**config.mk**
```make
export PLATFORM = sky130hd
export DESIGN_NAME = dequeue_agent_rr
export DESIGN_NICKNAME = d
export VERILOG_FILES = /design/src/rtl/dequeue_agent_rr.sv
export SDC_FILE = /design/constraint.sdc
export NUM_CORES = 1
export LEC_CHECK = 0
export CAP_MARGIN = 20
export CORE_UTILIZATION = 47
export DETAILED_ROUTE_END_ITERATION = 8
export PLACE_DENSITY = 0.71
export SLEW_MARGIN = 30
export SYNTH_ARGS = -nofsm -noshare
export SYNTH_HDL_FRONTEND = slang
export SYNTH_SLANG_ARGS = --single-unit
```
**constraint.sdc**
```tcl
create_clock -name axis_aclk -period 5.45 [get_ports axis_aclk]
set_input_delay 0.545 -clock axis_aclk [delete_from_list [all_inputs] [get_ports axis_aclk]]
set_output_delay 0.545 -clock axis_aclk [all_outputs]
set_load 0.02 [all_outputs]
```
**src/rtl/dequeue_agent_rr.sv**
```systemverilog
// Round-robin dequeue agent: picks an eligible output queue, pops its PIFO descriptor,
// then streams the packet out of that port's buffer until tlast, stalling on backpressure.
module dequeue_agent_rr #(
  parameter int unsigned NUM_PORTS = 5,
  parameter int unsigned PTR_W     = 3
) (
  input  logic                 axis_aclk,
  input  logic                 axis_reset,
  input  logic [NUM_PORTS-1:0] s_axis_pifo_empty,
  input  logic [NUM_PORTS-1:0] s_axis_buffer_empty,
  input  logic [NUM_PORTS-1:0] s_axis_buffer_tlast,
  input  logic [NUM_PORTS-1:0] m_axis_port_ready,
  output logic [NUM_PORTS-1:0] m_axis_ctl_pifo_out_en,
  output logic [NUM_PORTS-1:0] m_axis_ctl_buffer_rd_en,
  output logic [PTR_W-1:0]     m_axis_sel,
  output logic                 m_axis_busy,
  output logic [31:0]          pkt_sent_cnt
);

  typedef enum logic [1:0] {
    StIdle,
    StPop,
    StXfer
  } state_e;

  state_e               state_q, state_d;
  logic [PTR_W-1:0]     rr_ptr_q, rr_ptr_d;
  logic [PTR_W-1:0]     grant_q, grant_d;
  logic [31:0]          cnt_q, cnt_d;

  logic [NUM_PORTS-1:0] eligible;
  logic [NUM_PORTS-1:0] gnt_oh;
  logic                 found;
  logic [PTR_W-1:0]     pick;
  logic [PTR_W-1:0]     cand;
  logic                 rd_ok;
  logic                 last_rd;
  logic [PTR_W-1:0]     grant_inc;

  assign eligible = ~s_axis_pifo_empty & ~s_axis_buffer_empty & m_axis_port_ready;
  assign gnt_oh   = {{(NUM_PORTS-1){1'b0}}, 1'b1} << grant_q;

  // The granted port alone decides transfer progress; other ports are ignored until tlast.
  assign rd_ok     = m_axis_port_ready[grant_q] & ~s_axis_buffer_empty[grant_q];
  assign last_rd   = rd_ok & s_axis_buffer_tlast[grant_q];
  assign grant_inc = (grant_q == PTR_W'(NUM_PORTS - 1)) ? '0 : grant_q + 1'b1;

  // First eligible port at or above rr_ptr, wrapping past the top port.
  always_comb begin
    found = 1'b0;
    pick  = '0;
    cand  = '0;
    for (int unsigned k = 0; k < NUM_PORTS; k++) begin
      cand = PTR_W'((32'(rr_ptr_q) + k) % NUM_PORTS);
      if (!found && eligible[cand]) begin
        found = 1'b1;
        pick  = cand;
      end
    end
  end

  always_comb begin
    state_d  = state_q;
    rr_ptr_d = rr_ptr_q;
    grant_d  = grant_q;
    cnt_d    = cnt_q;
    unique case (state_q)
      StIdle: begin
        if (found) begin
          grant_d = pick;
          state_d = StPop;
        end
      end
      StPop: begin
        state_d = StXfer;
      end
      StXfer: begin
        if (last_rd) begin
          state_d  = StIdle;
          rr_ptr_d = grant_inc;
          cnt_d    = cnt_q + 32'd1;
        end
      end
      default: begin
        state_d = StIdle;
      end
    endcase
  end

  // Strobes are gated by reset so nothing leaves the block during the reset cycle itself.
  always_comb begin
    m_axis_ctl_pifo_out_en  = '0;
    m_axis_ctl_buffer_rd_en = '0;
    m_axis_busy             = 1'b0;
    if (!axis_reset) begin
      unique case (state_q)
        StPop: begin
          m_axis_ctl_pifo_out_en = gnt_oh;
          m_axis_busy            = 1'b1;
        end
        StXfer: begin
          m_axis_busy = 1'b1;
          if (rd_ok) begin
            m_axis_ctl_buffer_rd_en = gnt_oh;
          end
        end
        default: begin
          m_axis_busy = 1'b0;
        end
      endcase
    end
  end

  always_ff @(posedge axis_aclk) begin
    if (axis_reset) begin
      state_q  <= StIdle;
      rr_ptr_q <= '0;
      grant_q  <= '0;
      cnt_q    <= '0;
    end else begin
      state_q  <= state_d;
      rr_ptr_q <= rr_ptr_d;
      grant_q  <= grant_d;
      cnt_q    <= cnt_d;
    end
  end

  assign m_axis_sel   = grant_q;
  assign pkt_sent_cnt = cnt_q;

endmodule

```
==> impl_metrics.tcl <==
set metrics [dict create \
    instances_no_fill 606 \
    drive_gt1_share_pct 7.843 \
    core_um2 6944 \
    die_h_um 87.67 \
    rsz0062_at_grt "no" \
    ys_seq_area_share_pct 23.21 \
    yosysTopAreaCellShare_pct 23.21 \
    use_met2_pct 37.71 \
    ant_nets 0 \
    initial_core_util_pct 49.68 \
    clock_latency_ps 290 \
    die_area_um2 7686 \
    htreeDepth 2 \
    critPathLaunchType "register" \
    root_buffer "clkbuf_8" \
    numCtsBuffers 5 \
    cts_tree "yes" \
    finalSetupViolations 0 \
    grt_pass1_wl_um 14540 \
    area_growth_pct 24.99 \
    syn_area_per_cell_um2 7.734 \
    io_pins 68 \
    placed_cells 598 \
    synth.largest_area_cell "dfxtp_1" \
    relSlewSlack_pct 48.93 \
    drv_cap 0 \
    port_buffers 67 \
    pwr_density_cell_nw_per_um2 186.1 \
    worstPathArrival_ps 4550 \
    syn_area_um2 3450 \
    synth_cell_types 69 \
    ys.flop_type "dfxtp_1" \
    die_w_um 87.67 \
    slew_violations 0 \
    final_util_pct 62.09 \
    dr.pass1.iters 4 \
    finalHoldViolations 0 \
    cts.path.max_buffers 2 \
    cp_max_fo 19 \
    use_met3_pct 5.561 \
    rows 30 \
    vdd_ir_drop_max_mv 0.1074 \
    grt_max_degree 44 \
    top_usage_layer "met2" \
    status "completed" \
    critPathRequiredTime_ps 5640 \
    placed_area_um2 4200 \
    fill_cells 618 \
    postCtsSetupRepairBufs 0 \
    insertedDiodeCount 0 \
    hold_class "register to register" \
    synth_nets 493 \
    place_ws_ps 1196 \
    final_nets 556 \
    path_clk_slew_ps 80 \
    fmax_ghz 0.2293 \
    vias 3468 \
    grt_pass1_vias 3114 \
    ctsHoldBuffers 0 \
    fin_tns_setup_ps 0 \
    drc 0 \
    yosys-top-cells-area "dfxtp_1, ha_1, nor2_1" \
    power.total_mw 0.8026 \
    antenna_found_initial 0 \
    cp-end-kind "register" \
    initialDrtViolationCount 219 \
    wl_per_cell_um 14.88 \
    period_needed_ps 4362 \
    async_flop_share_pct 0 \
    syn_inst 446 \
    grt_overflow 0 \
    dp_hpwl_um 6996 \
    yosysWarnings 0 \
    globalplace.congestion 0.9780 \
    path_class "register to register" \
    setup_ws_ps 1088 \
    met1_usage_pct 32.80 \
    worstMarginPinSlew_ps 758.1 \
    routed_wl_um 9018 \
    viasPerCell 5.723 \
    period_share_pct 80.03 \
    track_usage_pct 23.78 \
    postLayoutCellArea_um2 4312 \
    cts.sinks 40 \
    hold_ws_ps 501.8 \
    leakage_nw 1.546 \
    cts_resized 0 \
    fin_worst_skew_ps 5.407 \
    synth_seq_cells 40 \
    synth-edff-count 0 \
]
## where the power goes
group          switching (mW)  internal [mW]  total (mW)
registers              0.0166          0.302       0.319
clock network           0.107          0.136       0.242
logic                   0.135          0.106       0.242
total                   0.259          0.544       0.803
## synth_stat cells, types with 3 or more instances
master     instances
ha_1              25
nor4bb_1           3
xor2_1            17
inv_1             24
nor3_1            11
a31oi_1            6
o211ai_1           4
o2111ai_1          3
mux2i_1           11
or3_1             12
or3b_2             4
a21oi_1           26
nor2b_1            5
nand4_1            4
o22ai_1            6
nand2b_1          11
nand3_1           10
o21ai_0           20
mux2_2             3
xnor2_1           12
nor3b_1            5
a211oi_1           7
o21a_1             3
nor2_1            58
buf_2              7
and3_1             6
nand3b_1           7
or2_2              4
clkbuf_1           7
nor4b_1            4
nand2_1           35
dfxtp_1           40
## registers in the layout, indices dropped and copies added (netlist names)
register      flops
pkt_sent_cnt     32
m_axis_sel        3
state_q           2
rr_ptr_q          3
## path summary, 6_finish.rpt
path | startpoint | endpoint | slack [ps] | cells past startpoint
worst max-delay path | rr_ptr_q[0]$_SDFFE_PP0P_ | m_axis_sel[0]$_SDFFE_PP0P_ | 1090 | 14
worst min-delay path | pkt_sent_cnt[28]$_SDFFE_PP0P_ | pkt_sent_cnt[28]$_SDFFE_PP0P_ | 500 | 2
worst min register to register | pkt_sent_cnt[28]$_SDFFE_PP0P_ | pkt_sent_cnt[28]$_SDFFE_PP0P_ | 500 | 2
worst max register to register | rr_ptr_q[0]$_SDFFE_PP0P_ | m_axis_sel[0]$_SDFFE_PP0P_ | 1090 | 14
## cells in the final DEF, fill, tap and decap left out, drive strengths merged, types with 13 or more instances in the layout
| cell type | Yosys | final |
|---|---|---|
| clkdlybuf4s50 | 0 | 67 |
| nor2 | 59 | 59 |
| dfxtp | 40 | 40 |
| nand2 | 35 | 35 |
| a21oi | 27 | 27 |
| ha | 25 | 25 |
| inv | 24 | 24 |
| o21ai | 21 | 21 |
| xor2 | 17 | 17 |
| or3 | 13 | 13 |
## per-layer routing
metal	wire [um]	share of wire (%)	vias up
met5	0	0	-
met4	36	0.40	0
met3	678	7.5	6
met2	3962	44	134
met1	4339	48	1609
li1	-	-	1719
## worst max-delay path, stage by stage, from the launching register on
cell and delay, ps:
dfxtp_1 310, buf_4 200, clkinv_1 110, ha_1 670, inv_1 280, ha_1 300
o31a_1 240, a2111oi_0 430, a211oi_1 190, xnor2_1 290, nor4b_1 460, a311oi_2 120
a31oi_1 350, nor2_1 70, a22o_1 240
## kinds of logic (layout without fill, tap and decap cells)
logic type,Yosys count,count (layout),share of synthesized area (%)
multiplexers,15,15,4.824
XOR/XNOR,29,29,7.363
buffers and inverters,41,105,4.969
flip-flops,40,40,23.21
adder cells (fa/ha/maj),25,25,9.068
AND/OR/NAND/NOR,195,195,30.76
AO/OA/AOI/OAI,101,101,19.80
## cell type report
type	count	area [um2]	share of cell area (%)
clock inverter	3	42.54	0.9867
tap	96	120.1	2.786
clock buffer	5	68.82	1.596
timing repair buffer	72	708.2	16.42
inverter	25	93.84	2.176
sequential	40	800.8	18.57
multi-input combinational	365	2477	57.46
Power figures use the tool's default switching activity.
